$ cat config.mk
export PLATFORM = sky130hd
export DESIGN_NAME = fc_argmax_reader
export DESIGN_NICKNAME = d
export VERILOG_FILES = /design/src/rtl/fc_argmax_reader.sv
export SDC_FILE = /design/constraint.sdc
export NUM_CORES = 1
export LEC_CHECK = 0
export ABC_AREA = 1
export BUFFER_PORTS_ARGS = -buffer_cell sky130_fd_sc_hd__buf_4
export CAP_MARGIN = 25
export CORE_ASPECT_RATIO = 1.25
export CORE_MARGIN = 4
export CORE_UTILIZATION = 30
export DETAILED_ROUTE_END_ITERATION = 7
export PLACE_DENSITY_LB_ADDON = 0.12
export SYNTH_ARGS = -nofsm -noshare
export SYNTH_HDL_FRONTEND = slang
export SYNTH_SLANG_ARGS = --single-unit
$ cat constraint.sdc
create_clock -name clk -period 7.8 [get_ports clk]
set_input_delay 1.17 -clock clk [delete_from_list [all_inputs] [get_ports clk]]
set_output_delay 1.17 -clock clk [all_outputs]
set_load 0.02 [all_outputs]
$ cat src/rtl/fc_argmax_reader.sv
// Scans the FC2 scores in sram f after fc2_done and reports the signed argmax (lowest index on ties).
// Result pulse arrives WORD_NUM+2 cycles after the start edge; there is no backpressure, and starts while busy are dropped.
module fc_argmax_reader #(
  parameter int DATA_WIDTH             = 8,
  parameter int DATA_NUM_PER_SRAM_ADDR = 4,
  parameter int CLASS_NUM              = 10
) (
  input  logic                                         clk,
  input  logic                                         srstn,
  input  logic                                         fc2_done,
  output logic [9:0]                                   sram_raddr_f,
  input  logic [DATA_WIDTH*DATA_NUM_PER_SRAM_ADDR-1:0] sram_rdata_f,
  output logic                                         busy,
  output logic                                         predict_valid,
  output logic [3:0]                                   predict_class,
  output logic [DATA_WIDTH-1:0]                        predict_score
);

  localparam int DW       = DATA_WIDTH;
  localparam int DN       = DATA_NUM_PER_SRAM_ADDR;
  localparam int WORD_NUM = (CLASS_NUM + DN - 1) / DN;
  localparam int WCW      = (WORD_NUM > 1) ? $clog2(WORD_NUM) : 1;
  localparam logic [9:0] LAST_ADDR = 10'(WORD_NUM - 1);

  typedef enum logic [1:0] {IDLE, READ, DRAIN, DONE} state_t;

  state_t                state_q, state_d;
  logic [9:0]            raddr_q, raddr_d;
  logic                  rd_vld_q, rd_vld_d;
  logic [WCW-1:0]        word_cnt_q, word_cnt_d;
  logic signed [DW-1:0]  max_q, max_d;
  logic [3:0]            max_idx_q, max_idx_d;
  logic                  busy_q, busy_d;
  logic                  pvalid_q, pvalid_d;
  logic [3:0]            pclass_q, pclass_d;
  logic [DW-1:0]         pscore_q, pscore_d;

  logic signed [DW-1:0]  lane_val;
  logic [7:0]            base_idx;
  logic [7:0]            lane_idx;
  logic signed [DW-1:0]  word_best_val;
  logic [3:0]            word_best_idx;
  logic signed [DW-1:0]  new_val;
  logic [3:0]            new_idx;

  // Best of the word in index order first, then against the running max.
  always_comb begin
    base_idx      = 8'(word_cnt_q) * 8'(DN);
    lane_val      = sram_rdata_f[(DN-1)*DW +: DW];
    lane_idx      = base_idx;
    word_best_val = lane_val;
    word_best_idx = base_idx[3:0];
    for (int l = 1; l < DN; l++) begin
      lane_val = sram_rdata_f[(DN-1-l)*DW +: DW];
      lane_idx = base_idx + 8'(l);
      if (lane_idx < 8'(CLASS_NUM) && lane_val > word_best_val) begin
        word_best_val = lane_val;
        word_best_idx = lane_idx[3:0];
      end
    end
    if (word_cnt_q == '0 || word_best_val > max_q) begin
      new_val = word_best_val;
      new_idx = word_best_idx;
    end else begin
      new_val = max_q;
      new_idx = max_idx_q;
    end
  end

  always_comb begin
    state_d    = state_q;
    raddr_d    = raddr_q;
    word_cnt_d = word_cnt_q;
    max_d      = max_q;
    max_idx_d  = max_idx_q;
    busy_d     = busy_q;
    pvalid_d   = 1'b0;
    pclass_d   = pclass_q;
    pscore_d   = pscore_q;
    rd_vld_d   = (state_q == READ);

    case (state_q)
      IDLE: begin
        raddr_d = 10'd0;
        busy_d  = 1'b0;
        if (fc2_done) begin
          state_d    = READ;
          busy_d     = 1'b1;
          word_cnt_d = '0;
        end
      end
      READ: begin
        if (raddr_q == LAST_ADDR) begin
          state_d = DRAIN;
          raddr_d = 10'd0;
        end else begin
          raddr_d = raddr_q + 10'd1;
        end
      end
      DRAIN: begin
        state_d  = DONE;
        pvalid_d = 1'b1;
        pclass_d = new_idx;
        pscore_d = new_val;
      end
      DONE: begin
        state_d = IDLE;
        busy_d  = 1'b0;
      end
      default: state_d = IDLE;
    endcase

    if (rd_vld_q) begin
      max_d      = new_val;
      max_idx_d  = new_idx;
      word_cnt_d = word_cnt_q + WCW'(1);
    end
  end

  always_ff @(posedge clk) begin
    if (!srstn) begin
      state_q    <= IDLE;
      raddr_q    <= 10'd0;
      rd_vld_q   <= 1'b0;
      word_cnt_q <= '0;
      max_q      <= '0;
      max_idx_q  <= 4'd0;
      busy_q     <= 1'b0;
      pvalid_q   <= 1'b0;
      pclass_q   <= 4'd0;
      pscore_q   <= '0;
    end else begin
      state_q    <= state_d;
      raddr_q    <= raddr_d;
      rd_vld_q   <= rd_vld_d;
      word_cnt_q <= word_cnt_d;
      max_q      <= max_d;
      max_idx_q  <= max_idx_d;
      busy_q     <= busy_d;
      pvalid_q   <= pvalid_d;
      pclass_q   <= pclass_d;
      pscore_q   <= pscore_d;
    end
  end

  assign sram_raddr_f  = raddr_q;
  assign busy          = busy_q;
  assign predict_valid = pvalid_q;
  assign predict_class = pclass_q;
  assign predict_score = pscore_q;

endmodule

==> results of run 1 <==
==> cell families after synthesis <==
kind of cell	Yosys count
compound gates	82
buf+inv	98
flops	41
simple gates	228
fa+ha+maj	38
==> flip-flops by register name, indices dropped and copies added, names as in the netlist <==
name / count
state_q: 2
rd_vld_q: 1
predict_class: 4
sram_raddr_f: 10
predict_score: 8
word_cnt_q: 2
max_idx_q: 4
max_q: 8
busy: 1
predict_valid: 1
==> cells in the final DEF (no fill, tap or decap), types with 5 or more instances in the layout <==
| master | count |
|---|---|
| buf_4 | 69 |
| o21ai_1 | 5 |
| inv_1 | 84 |
| or2_2 | 7 |
| nand2_1 | 91 |
| a21oi_1 | 37 |
| clkbuf_16 | 5 |
| nand2_2 | 5 |
| dfxtp_1 | 41 |
| nand4_1 | 16 |
| ha_1 | 37 |
| o21ai_0 | 22 |
| and2_1 | 14 |
| nand3_1 | 32 |
| nor2_1 | 35 |
| nand3_2 | 15 |
==> report_power, final <==
group          switching [mW]  internal, mW  total (mW)
clock                  0.0856         0.152       0.237
sequential             0.0326         0.258       0.291
combinational           0.417         0.302       0.719
==> cell type report <==
cell class | count | area, µm² | area share (%)
multi-input combinational | 350 | 2147 | 51.41
clock inverter | 2 | 38.79 | 0.9287
sequential | 41 | 820.8 | 19.65
tap | 132 | 165.2 | 3.954
timing repair buffer | 71 | 556.8 | 13.33
inverter | 85 | 319.1 | 7.639
clock buffer | 6 | 128.9 | 3.086
==> layer usage <==
metal  track usage, %  routed length [µm]  vias to the layer above
li1                 -                   -                     1723
met3            2.857                 452                        6
met1            16.28                3661                     1422
met5                0                   0                        -
met4            3.756                 105                        0
met2            23.96                4228                       69
==> path summary, 6_finish.rpt <==
| check | cells past startpoint | slack, ns | to |
|---|---|---|---|
| max | 40 | 0.67 | predict_score[4] |
| min | 2 | 0.46 | busy |
| max reg2reg | 35 | 1.61 | predict_score[4] |
| min reg2reg | 2 | 0.46 | busy |
==> per-stage QoR <==
step | setup slack (ns) | hold WS, ns
5_1_grt | -0.02826 | 0.5062
6_report | 0.6738 | 0.4618
3_5_place_dp | -0.09741 | 0.4582
3_3_place_gp | 0.07341 | 0.4438
2_1_floorplan | 0.6296 | 0.4846
4_1_cts | 0.1897 | 0.4681
==> worst register-to-register path: cells and delay by family (launching register included) <==
family	cells	cell delay (ns)
simple gates	17	2.15
compound gates	10	1.94
fa+ha+maj	4	1.12
buf+inv	4	0.50
flops	1	0.38
==> timing repair <==
action	4_1_cts	5_1_grt
gates resized for setup	0	24
endpoints found under the hold margin	0	0
setup endpoints to repair	0	24
buffers inserted	0	6
==> results.toml, run 1 <==
[outcome]
status = "finished clean"

[synthesis]
synth_top_area_share_pct = 25.18
synth_compound_area_share_pct = 13.90
synth.area.top_cells = "dfxtp_1 25%, ha_1 15%, nand2_1 11%"
synthMuxAreaShare_pct = 0
synth_edf_count = 0
synth_common_cells = "92 x nand2_1, 85 x inv_1, 41 x dfxtp_1"
synth_nets = 560
yosysTopAreaCell = "dfxtp_1"
synth-main-ff-cell = "dfxtp_1"
ys_warn_count = 0
synth_xor_area_share_pct = 0
synth_most_common_cell = "nand2_1"
synth_cell_types = 29
synth_area_per_cell_um2 = 6.693
synth-simple-area-share_pct = 34.89
ys_ff_latch = 41
synth_top_family_by_area = "simple AND/OR/NAND/NOR gates"
synthArstFlopShare_pct = 0
syn_area_um2 = 3259
synthCells = 487
synth_fa_ha_area_share_pct = 14.59
ys_seq_area_share_pct = 25.18

[setup_path]
crit_slowest_cell = "ha_1"
cp_top_family = "simple AND/OR/NAND/NOR gates"
arrival_ns = 7.31
critical-path-top-cell-by-count = "nand2_1"
critPathMaxStageDelay_ns = 0.32
worstPathRequired_ns = 7.98
worst_setup_path_end_kind = "flop"
critPathMaxFanout = 9
worst_setup_path_start_kind = "input port"
crit_start = "sram_rdata_f[21]"
crit_buf_inv = 5
critPathKind = "in -> reg"
rr_startpoint = "word_cnt_q[1]"

[global_route]
grt_max_degree = 26
grt_usage_pct = 13.57
grt_pass1_vias = 3064
antenna_found_initial = 0
overflow = 0
grt_pass1_wl_um = 14220

[layout]
final_cell_area_um2 = 4177
final_util_pct = 39.34
fill_cells = 1168
nets = 627
area_growth_pct = 28.14
n_antenna_cell = 0
layout-drive-gt1-share_pct = 22.16
stdcell_count = 687

[floorplan]
fp.dieW_um = 101.2
die_h_um = 124.5
rows = 42
start_util_pct = 30.70
io_pins = 59
core_area_um2 = 10620
dieArea_um2 = 12610

[clock_network]
hold_buffers = 0
insertion_delay_ns = 0.28
cts_inserted_buffers = 5
h-tree-depth = 2
path_clk_slew_ns = 0.06
clock_path_buffers = 2
cts_tree = "built"
root_buffer = "clkbuf_16"
cts_sinks = 41

[sta]
finClkSkew_ns = 0.005349
setup-tns-final_ns = 0
worst_pin_slew_ns = 0.9166
final_max_slew_viol_count = 0
period_needed_ns = 7.126
setup_viol = 0
slew_headroom_pct = 38.90
final_hold_viol_count = 0
period_share_pct = 91.36
max_freq_ghz = 0.1403

[placement]
port_buffers = 58
place_inst = 671
hpwlAfterDp_um = 6852
place_area_um2 = 3879
globalplace.congestion = 0.7926

[route]
wl_per_cell_um = 12.30
dr_total_vias = 3220
first_pass_iters = 4
routed_wl_um = 8448
drt_iter0_drc = 105
ant_nets = 0
drcViolationCount = 0
routed_via_density = 4.687

[power_and_ir_drop]
p_leak_nw = 2.104
irDropWorstVdd_v = 0.00009908
power.total_mw = 1.247
power_density_nw_per_um2 = 298.6

[min_path]
min_from = "busy"
hp-class = "reg -> reg"

[flow_run]
cap_violations = 0
Power figures use the tool's default switching activity.
==> run 2, diff against run 1 <==
--- a/config.mk
+++ b/config.mk
@@ -6,7 +6,7 @@
 export NUM_CORES = 1
 export LEC_CHECK = 0
 export ABC_AREA = 1
-export BUFFER_PORTS_ARGS = -buffer_cell sky130_fd_sc_hd__buf_4
+export BUFFER_PORTS_ARGS = -buffer_cell sky130_fd_sc_hd__buf_2
 export CAP_MARGIN = 25
 export CORE_ASPECT_RATIO = 1.25
 export CORE_MARGIN = 4
==> results.toml, run 2 (synthesis gave the netlist of run 1 again) <==
[outcome]
status = "finished clean"

[layout]
n_antenna_cell = 0
fill_cells = 1167
area_growth_pct = 23.45
largest_reg_flops = 10
layout_commonest_cell = "nand2_1"
stdcell_count = 687
most-common-layout-cells = "91 x nand2_1, 84 x inv_1, 58 x buf_2"
layout-drive-gt1-share_pct = 21.80
nets = 627

[clock_network]
cts_inserted_buffers = 5
h-tree-depth = 2
insertion_delay_ns = 0.28
clock_path_buffers = 2
cts_sinks = 41
cts_tree = "built"
path_clk_slew_ns = 0.06
root_buffer = "clkbuf_16"

[route]
dr_total_vias = 3194
routed_via_density = 4.649
ant_nets = 0
drcViolationCount = 0
drt_iter0_drc = 95
first_pass_iters = 4
routed_wl_um = 8150
wl_per_cell_um = 11.86

[global_route]
grt_pass1_wl_um = 13770
overflow = 0
met3_usage_pct = 2.633
grt.busiest_layer = "met2"
grt_max_degree = 26
antenna_found_initial = 0
grt_pass1_vias = 3023
use_met1_pct = 16.91
grtUsageMet2_pct = 21.76
grt_usage_pct = 13.06

[sta]
period_share_pct = 91.21
final_max_slew_viol_count = 0
worst_pin_slew_ns = 0.9539
rsz0062_at_grt = "no"
finClkSkew_ns = 0.008601
setup-tns-final_ns = 0
setup_ws_ns = 0.6853
slew_headroom_pct = 36.41
final_hold_viol_count = 0
period_needed_ns = 7.115
setup_viol = 0
max_freq_ghz = 0.1406

[setup_path]
critPathMaxStageDelay_ns = 0.30
reg2reg_slack_ns = 1.70
arrival_ns = 7.29
worstPathRequired_ns = 7.98
critPathMaxFanout = 9
critical-path-top-cell-by-count = "inv_1"
worst_setup_path_end_kind = "flop"
worst_setup_path_start_kind = "input port"
cp_top_family = "simple AND/OR/NAND/NOR gates"
crit_buf_inv = 9
crit_slowest_cell = "ha_2"
critPathKind = "in -> reg"

[floorplan]
start_util_pct = 30.70
core_area_um2 = 10620
fp.dieW_um = 101.2
dieArea_um2 = 12610
rows = 42
die_h_um = 124.5
io_pins = 59

[power_and_ir_drop]
power_frac_comb_pct = 56.2
switching_share_pct = 43.43
p_leak_nw = 2.070
seqPwrFrac_pct = 24.2
switchingPower_mw = 0.5185
internal_power_mw = 0.6754
p_clk_share_pct = 19.6
irDropWorstVdd_v = 0.0001248
power_density_nw_per_um2 = 296.7

[placement]
globalplace.congestion = 0.7512
place_inst = 670
hpwlAfterDp_um = 6548
dp_slack_ns = -0.1187
port_buffers = 58

[min_path]
hp-class = "reg -> reg"

[flow_run]
cap_violations = 0
[run 2: worst min-delay path, cell delays in order (launching register included)]
cell and delay (ns):
dfxtp_1 0.31, nand2_1 0.05, a21oi_1 0.06
[run 2: power groups by stage]
stage	clock network [mW]	registers (mW)	logic, mW
floorplan	0	0.321	0.446
global placement	0	0.294	0.636
detailed placement	0	0.294	0.642
CTS	0.243	0.290	0.645
global route	0.254	0.298	0.774
finish	0.234	0.289	0.671
[run 2: what timing repair did]
item,4_1_cts,5_1_grt
gates resized for setup,0,25
setup buffers,0,7
hold buffers,0,0
setup endpoints to repair,0,24
[run 2: through the flow]
stage                     utilization (%)  area [µm²]  total power, mW  hold WS [ns]
after floorplan                         -        3259           0.7673        0.4846
after global placement              34.84        3699           0.9296        0.4405
after detailed placement            34.98        3714           0.9365        0.4545
after CTS                           36.56        3881            1.178        0.4660
after global routing                37.91        4024            1.326        0.5072
final                               37.91        4024            1.194        0.4616
[run 2: area by class of cell]
cell class,instances,area [µm²],area share [%]
clock buffers,6,128.9,3.203
clock inverters,2,38.79,0.9639
inverters,85,319.1,7.929
multi-input cells,350,2156,53.58
flip-flops and latches,41,820.8,20.40
well taps,132,165.2,4.104
repair buffers,71,395.4,9.826
[run 2: layer usage]
metal | part of all wire, % | vias up
met5 | 0 | -
met2 | 48 | 61
met4 | 0.96 | 0
li1 | - | 1724
met1 | 45 | 1404
met3 | 5.3 | 5
[run 2: final timing paths]
kind                    startpoint          endpoint  depth (start not counted)
hold / removal                busy              busy                          2
hold reg to reg               busy              busy                          2
setup reg to reg     word_cnt_q[1]  predict_score[7]                         37
setup / recovery  sram_rdata_f[31]  predict_score[7]                         42
==> run 3, diff against run 2 <==
--- a/config.mk
+++ b/config.mk
@@ -8,10 +8,10 @@
 export ABC_AREA = 1
 export BUFFER_PORTS_ARGS = -buffer_cell sky130_fd_sc_hd__buf_2
 export CAP_MARGIN = 25
-export CORE_ASPECT_RATIO = 1.25
 export CORE_MARGIN = 4
 export CORE_UTILIZATION = 30
 export DETAILED_ROUTE_END_ITERATION = 7
+export GPL_TIMING_DRIVEN = 0
 export PLACE_DENSITY_LB_ADDON = 0.12
 export SYNTH_ARGS = -nofsm -noshare
 export SYNTH_HDL_FRONTEND = slang
==> results.toml, run 3 (synthesis gave the netlist of run 1 again) <==
[outcome]
status = "finished clean"

[sta]
final_max_slew_viol_count = 0
slew_headroom_pct = 54.26
period_share_pct = 92.86
max_freq_ghz = 0.1381
setup_viol = 0
finClkSkew_ns = 0.01662
setup_ws_ns = 0.5573
period_needed_ns = 7.243
worst_pin_slew_ns = 0.6836
final_hold_viol_count = 0

[placement]
port_buffers = 57
hpwlAfterDp_um = 6861
dp_slack_ns = -0.6920
place_area_um2 = 3715
globalplace.congestion = 0.8178

[setup_path]
critPathKind = "in -> reg"
critPathMaxFanout = 10
worst_setup_path_start_kind = "input port"
critPathMaxStageDelay_ns = 0.35
cp_top_family = "simple AND/OR/NAND/NOR gates"
crit_slowest_cell = "ha_1"
arrival_ns = 7.48
cp.depth = 43
critical-path-top-cell-by-count = "nand2_1"
r2r_cells = 39
worstPathRequired_ns = 8.04
crit_buf_inv = 9
worst_setup_path_end_kind = "flop"

[layout]
n_antenna_cell = 0
final_cell_area_um2 = 4040
layout-drive-gt1-share_pct = 22.97
fill_cells = 1153
largest_reg_flops = 10
most-common-layout-cells = "90 x nand2_1, 84 x inv_1, 59 x buf_2"
layout_commonest_cell = "nand2_1"
nets = 638
area_growth_pct = 23.95

[clock_network]
path_clk_slew_ns = 0.10
cts_tree = "built"
root_buffer = "clkbuf_8"
insertion_delay_ns = 0.30
clock_path_buffers = 2
cts_inserted_buffers = 5
h-tree-depth = 2
hold_buffers = 0
cts_sinks = 41

[power_and_ir_drop]
irDropWorstVdd_v = 0.0001199
switchingPower_mw = 0.5343
power_frac_comb_pct = 60.7
internal_power_mw = 0.6483
seqPwrFrac_pct = 24.3
switching_share_pct = 45.18
power.total_mw = 1.183
power_density_nw_per_um2 = 292.7
p_clk_share_pct = 15.0
p_leak_nw = 2.064

[floorplan]
fp.dieW_um = 112.2
core_area_um2 = 10460
io_pins = 59
dieArea_um2 = 12600
start_util_pct = 31.15
die_h_um = 112.2
rows = 37

[global_route]
grt_usage_pct = 13.30
antenna_found_initial = 0
grt_pass1_wl_um = 14180
overflow = 0
grt_pass1_vias = 3067
grt_max_degree = 15

[route]
routed_via_density = 4.718
wl_per_cell_um = 12.24
drcViolationCount = 0
ant_nets = 0
drt_iter0_drc = 126
first_pass_iters = 4
dr_total_vias = 3312
routed_wl_um = 8594

[flow_run]
cap_violations = 0

[min_path]
hold_depth = 2
hp-class = "reg -> reg"
## run 3: timing repair
| item | in CTS | in global routing |
|---|---|---|
| pin swaps | 2 | 5 |
| setup buffers | 4 | 9 |
| gates cloned | 0 | 1 |
| gates resized for setup | 6 | 27 |
| endpoints found under the hold margin | 0 | 0 |
| endpoints found under the setup margin | 24 | 24 |
## run 3: worst reg2reg max path, delay by kind of cell, from the launching register on
kind,cells,cell delay [ns]
flip-flops,1,0.42
AO/OA/AOI/OAI,10,1.63
adder cells (fa/ha/maj),4,1.19
AND/OR/NAND/NOR,17,1.99
buffers and inverters,8,1.02
## run 3: final cells by class
type	instances	area (µm²)	area share, %
flip-flops and latches	41	820.8	20.32
clock inverters	3	46.29	1.146
repair buffers	70	382.9	9.477
clock buffers	5	68.82	1.703
well taps	136	170.2	4.212
plain buffers	13	70.07	1.734
multi-input cells	349	2158	53.42
inverters	85	322.8	7.990
## run 3: layer usage
layer,vias to the layer above,GRT usage [%],routed length [µm]
met5,-,0,0
met4,0,2.003,25
met3,2,2.480,310
met2,50,23.68,4207
met1,1508,17.03,4050
li1,1752,-,-
## run 3: metrics by stage
| step | util (%) | hold WS (ns) | std cells | setup TNS (ns) |
|---|---|---|---|---|
| after global placement | 35.51 | 0.4425 | 680 | -12.16 |
| after detailed placement | 35.51 | 0.4448 | 680 | -14.11 |
| final | 38.62 | 0.4576 | 702 | 0 |
| after CTS | 36.98 | 0.4592 | 692 | 0 |
| after global routing | 38.62 | 0.4859 | 702 | -0.06087 |
| after floorplan | - | 0.4846 | 487 | 0 |
## run 3: final timing paths
kind,startpoint,end,slack [ns]
min reg2reg,busy,busy,0.46
max reg2reg,word_cnt_q[1],predict_score[0],1.51
min,busy,busy,0.46
max,sram_rdata_f[23],predict_score[0],0.56
## run 3: power by group through the flow
stage          Combinational (mW)  Sequential [mW]  Clock, mW
4_1_cts                     0.659            0.288      0.185
3_5_place_dp                0.642            0.293          0
2_1_floorplan               0.446            0.321          0
5_1_grt                     0.819            0.295      0.195
6_report                    0.718            0.288      0.177
3_3_place_gp                0.632            0.291          0
